## config.mk

```make
export PLATFORM = sky130hd
export DESIGN_NAME = serial_subtractor_flat
export DESIGN_NICKNAME = d
export VERILOG_FILES = /design/src/rtl/serial_subtractor_if.sv /design/src/rtl/serial_subtractor.sv /design/src/flat_wrapper.sv
export SDC_FILE = /design/constraint.sdc
export NUM_CORES = 1
export LEC_CHECK = 0
export ABC_AREA = 1
export CORE_ASPECT_RATIO = 1.2
export CORE_MARGIN = 3
export CORE_UTILIZATION = 25
export DETAILED_ROUTE_END_ITERATION = 7
export DONT_BUFFER_PORTS = 1
export GPL_TIMING_DRIVEN = 1
export PLACE_DENSITY_LB_ADDON = 0.3
export SKIP_LAST_GASP = 1
export SYNTH_ARGS = -nofsm -noshare
export SYNTH_HDL_FRONTEND = slang
export SYNTH_SLANG_ARGS = --single-unit
```

## constraint.sdc

```tcl
create_clock -name clk -period 1.2 [get_ports clk]
set_input_delay 0.18 -clock clk [delete_from_list [all_inputs] [get_ports clk]]
set_output_delay 0.18 -clock clk [all_outputs]
set_load 0.02 [all_outputs]
```

## src/rtl/serial_subtractor_if.sv

```systemverilog
`default_nettype none
// ============================================================================
//  Module      : serial_subtractor_if
//  Description : Start/busy/done handshake and operand/result bundle for the
//                bit-serial subtractor.
//  Revision    : 1.0  initial release
// ============================================================================
interface serial_subtractor_if #(
    parameter int WIDTH = 4
);
    logic             start;
    logic [WIDTH-1:0] A;
    logic [WIDTH-1:0] B;
    logic             Bin;
    logic             busy;
    logic             done;
    logic [WIDTH-1:0] Diff;
    logic             Bout;
    logic             Ovf;

    modport master (
        output start, A, B, Bin,
        input  busy, done, Diff, Bout, Ovf
    );

    modport slave (
        input  start, A, B, Bin,
        output busy, done, Diff, Bout, Ovf
    );
endinterface
`default_nettype wire

```

## src/rtl/serial_subtractor.sv

```systemverilog
`default_nettype none
// ============================================================================
//  Module      : serial_subtractor
//  Description : Bit-serial Diff = A - B - Bin, LSB first, one bit per clock,
//                with borrow-out and signed overflow.
//  Revision    : 1.0  initial release
// ============================================================================
module serial_subtractor #(
    parameter int WIDTH = 4
) (
    input  logic                clk,
    input  logic                rst,
    serial_subtractor_if.slave  bus
);
    localparam int               c_cnt_w = (WIDTH > 1) ? $clog2(WIDTH) : 1;
    localparam logic [c_cnt_w-1:0] c_last = c_cnt_w'(WIDTH - 1);
    localparam logic [0:0]       c_idle = 1'b0;
    localparam logic [0:0]       c_run  = 1'b1;

    logic [0:0]         r_state;
    logic [0:0]         w_next_state;
    logic [WIDTH-1:0]   r_a;
    logic [WIDTH-1:0]   r_b;
    logic               r_br;
    logic [c_cnt_w-1:0] r_cnt;
    logic [WIDTH-2:0]   r_dsh;
    logic               r_a_msb;
    logic               r_b_msb;
    logic [WIDTH-1:0]   r_diff;
    logic               r_bout;
    logic               r_ovf;
    logic               r_done;

    logic               w_accept;
    logic               w_last;
    logic               w_d;
    logic               w_br;
    logic [WIDTH-1:0]   w_dsh_full;

    assign w_accept   = (r_state == c_idle) && bus.start;
    assign w_last     = (r_state == c_run) && (r_cnt == c_last);
    assign w_d        = r_a[0] ^ r_b[0] ^ r_br;
    assign w_br       = (~r_a[0] & r_b[0]) | (~(r_a[0] ^ r_b[0]) & r_br);
    // Result bits enter at the MSB so the word is aligned after the last bit.
    assign w_dsh_full = {w_d, r_dsh};

    always_comb begin
        w_next_state = r_state;
        case (r_state)
            c_idle:  if (bus.start) w_next_state = c_run;
            c_run:   if (r_cnt == c_last) w_next_state = c_idle;
            default: w_next_state = c_idle;
        endcase
    end

    always_ff @(posedge clk) begin
        if (rst) begin
            r_state <= c_idle;
        end else begin
            r_state <= w_next_state;
        end
    end

    always_ff @(posedge clk) begin
        if (rst) begin
            r_a     <= '0;
            r_b     <= '0;
            r_br    <= 1'b0;
            r_cnt   <= '0;
            r_dsh   <= '0;
            r_a_msb <= 1'b0;
            r_b_msb <= 1'b0;
            r_diff  <= '0;
            r_bout  <= 1'b0;
            r_ovf   <= 1'b0;
            r_done  <= 1'b0;
        end else begin
            r_done <= 1'b0;
            if (w_accept) begin
                r_a     <= bus.A;
                r_b     <= bus.B;
                r_br    <= bus.Bin;
                r_cnt   <= '0;
                r_a_msb <= bus.A[WIDTH-1];
                r_b_msb <= bus.B[WIDTH-1];
            end else if (r_state == c_run) begin
                r_a   <= {1'b0, r_a[WIDTH-1:1]};
                r_b   <= {1'b0, r_b[WIDTH-1:1]};
                r_br  <= w_br;
                r_cnt <= r_cnt + 1'b1;
                r_dsh <= w_dsh_full[WIDTH-1:1];
                if (w_last) begin
                    r_diff <= w_dsh_full;
                    r_bout <= w_br;
                    // w_d is the result MSB on the final bit.
                    r_ovf  <= (r_a_msb ^ r_b_msb) & (r_a_msb ^ w_d);
                    r_done <= 1'b1;
                end
            end
        end
    end

    assign bus.busy = (r_state == c_run);
    assign bus.done = r_done;
    assign bus.Diff = r_diff;
    assign bus.Bout = r_bout;
    assign bus.Ovf  = r_ovf;
endmodule
`default_nettype wire

```

## src/flat_wrapper.sv

```systemverilog
// flat-port wrapper written by rule: the top's interface ports become plain ports
module serial_subtractor_flat 
#(
    parameter int WIDTH = 4
)
  (clk, rst, bus_start, bus_A, bus_B, bus_Bin, bus_busy, bus_done, bus_Diff, bus_Bout, bus_Ovf);
  serial_subtractor_if #(.WIDTH(WIDTH)) bus_i ();
  input  logic clk;
  input  logic rst;
  input wire logic [$bits(bus_i.start)-1:0] bus_start;
  input wire logic [$bits(bus_i.A)-1:0] bus_A;
  input wire logic [$bits(bus_i.B)-1:0] bus_B;
  input wire logic [$bits(bus_i.Bin)-1:0] bus_Bin;
  output wire logic [$bits(bus_i.busy)-1:0] bus_busy;
  output wire logic [$bits(bus_i.done)-1:0] bus_done;
  output wire logic [$bits(bus_i.Diff)-1:0] bus_Diff;
  output wire logic [$bits(bus_i.Bout)-1:0] bus_Bout;
  output wire logic [$bits(bus_i.Ovf)-1:0] bus_Ovf;
  assign bus_i.start = bus_start;
  assign bus_i.A = bus_A;
  assign bus_i.B = bus_B;
  assign bus_i.Bin = bus_Bin;
  assign bus_busy = bus_i.busy;
  assign bus_done = bus_i.done;
  assign bus_Diff = bus_i.Diff;
  assign bus_Bout = bus_i.Bout;
  assign bus_Ovf = bus_i.Ovf;
  serial_subtractor #(.WIDTH(WIDTH)) u_core (.clk(clk), .rst(rst), .bus(bus_i));
endmodule
```

==> impl_metrics.csv <==
group,metric,value,unit
placement,dp_hpwl,1.51,mm
pwr,p_leak,0.529,nW
global_route,antenna_found_initial,0,
timing,hold_viol_final,0,
timing,period_minus_slack,1300,ps
floorplanning,die_h,75.4,um
pwr,power.density,1370,nW/um^2
placement,dp.cells,180,
drt,drcViolationCount,0,
drt,drt.antenna.violating_nets,0,
cells_and_area,nets,149,
floorplanning,die_area,4820,um^2
timing,rsz0062_at_grt,"yes",
floorplanning,dieWidth,63.9,um
clock_tree,htreeDepth,1,
synth,ys_seq_elements,24,
placement,finalWeightedCongestion,0.740,
timing,fin_skew,6.06,ps
synth,synth_cell_types,20,
drt,drt-total-wl,2.02,mm
setup_path,criticalPathCategory,"flop to flop",
floorplanning,start_util,26.8,%
setup_path,ff2ff_path_depth,7,
drt,viasPerCell,4.30,
setup_path,required,1360,ps
global_route,grt_max_degree,16,
timing,tightest_slew,266,ps
timing,setup_viol,2,
cells_and_area,instances_no_fill,186,
drt,wire_per_inst,10.8,um
hold_path,holdPathStages,3,
timing,setup_tns,-173,ps
timing,slew_headroom,82.2,%
floorplanning,rows,24,
setup_path,start_kind,"flop",
pwr,irDropWorstVdd,0.391,mV
synth,postSynthAreaPerCell,7.85,um^2
run_status,violations,"negative setup slack",
drt,dr.pass1.iters,4,
clock_tree,cts_root_buf,"clkbuf_8",
synth,synth_nets,142,
global_route,gr-total-overflow,0,
global_route,grt_pass1_wl,3.51,mm
timing,timing.final.crit_share,108,%
global_route,grt_pass1_vias,799,
drt,num_vias,800,
drt,drtIter0Drc,25,
synth,ys.warnings.count,0,
synth,syn_inst,128,
setup_path,end_kind,"flop",
setup_path,crit_arrival,1460,ps
placement,place_area,1060,um^2
timing,finalMaxSlewViolations,0,
cells_and_area,drive_gt1_share,17.9,%
clock_tree,cts_buffers,3,
clock_tree,cts_tree,"built",
cells_and_area,final_common_cell,"nand2_1",
clock_tree,clk_latency,260,ps
timing,holdWs,81.2,ps
placement,port_buffers,0,
floorplanning,coreArea,3750,um^2
synth,yosysSeqAreaShare,47.8,%
setup_path,cp_max_fo,3,
clock_tree,clk_pin_slew,90,ps
clock_tree,cts_max_path_buffers,2,
timing,max_freq,771,MHz
clock_tree,cts_sinks,24,
floorplanning,ios,20,
synth,syn-cell-area,1000,um^2
hold_path,hold_path_class,"input pin to flop",
cells_and_area,area_growth,14.3,%
cells_and_area,final_cell_mix,"nand2_1, dfxtp_1, nand3_1",
global_route,grtUsageTotal,9.46,%
cells_and_area,final_cell_area,1150,um^2
run_status,outcome,"complete, but fails checks",
cells_and_area,num_antenna_cells,0,
timing,finalWorstSetupSlack,-96.6,ps
flow_run,drv_cap,0,
## registers in the layout, summed over array words and instances (netlist names), 2 cells and up
name	count
u_core.r_a	4
u_core.bus.Diff	4
u_core.r_b	4
u_core.r_dsh	3
u_core.r_cnt	2
## where the power goes
group	switching, mW	internal, mW	leakage (nW)	total [mW]
clock	0.252	0.293	0.0288	0.545
sequential	0.0214	0.834	0.197	0.855
combinational	0.100	0.0724	0.303	0.173
## logic make-up after synthesis
logic type                 after synthesis  share of synthesized area [%]
buffers and inverters                   24                           12.0
AOI/OAI and AO/OA                       14                           7.35
xor gates and xnor gates                 1                          0.872
adders and majority gates                2                           3.24
DFF                                     24                           47.8
and+or+nand+nor                         63                           28.8
## what timing repair did
item | in CTS | in global routing
setup endpoints to repair | 2 | 8
setup buffers | 0 | 1
pin swaps | 2 | 3
gates resized for setup | 4 | 6
hold endpoints to repair | 2 | 2
## per-layer routing
metal	vias up	wire [um]	global-route usage, %
li1	413	-	-
met1	369	827	9.56
met2	16	1020	16.9
met3	2	146	3.83
met4	0	23	5.04
met5	-	0	0
## final timing paths
kind	from	end	slack [ps]
worst max-delay path	u_core.r_br	u_core.bus.Ovf	-100
worst min-delay path	rst	u_core.bus.Diff[0]	80
worst min register to register	u_core.r_cnt[1]	u_core.r_cnt[1]	470
worst max register to register	u_core.r_br	u_core.bus.Ovf	-100
## cell type report
class,instances,area (um^2)
fillers,423,2610
repair buffers,6,51.3
flip-flops and latches,24,485
inverters,20,75.1
clock buffers,4,55.1
well taps,52,65.1
multi-input cells,80,417
## synthesized netlist by cell type
master	count	area share, %
nand2_1	37	14
dfxtp_1	24	48
nand3_1	20	10
inv_1	18	6.7
o21ai_0	8	4.0
a21oi_1	4	2.0
buf_6	2	2.2
inv_2	2	0.75
nor2_1	2	0.75
buf_4	1	0.75
buf_8	1	1.5
fa_1	1	2.0
ha_1	1	1.2
nor2_2	1	0.62
nor2_4	1	1.1
nor2_8	1	2.0
nor3_1	1	0.50
o21ai_1	1	0.50
o21ai_2	1	0.87
xnor2_1	1	0.87
## per-stage QoR
stage               setup slack, ps  util [%]  power [mW]
floorplan                     -28.8         -        1.00
global placement              -72.1      28.1        1.02
detailed placement            -81.6      28.1        1.02
CTS                           -92.4      29.8        1.57
global route                   -148      30.6        1.65
finish                        -96.6      30.6        1.57
## critical path, stage by stage, from the launching register on
cell,delay [ps]
dfxtp_2,340
inv_2,40
fa_2,570
inv_2,50
nand3_2,50
nand2_1,50
nand2_1,50
nand2_1,40
Power figures use the tool's default switching activity.
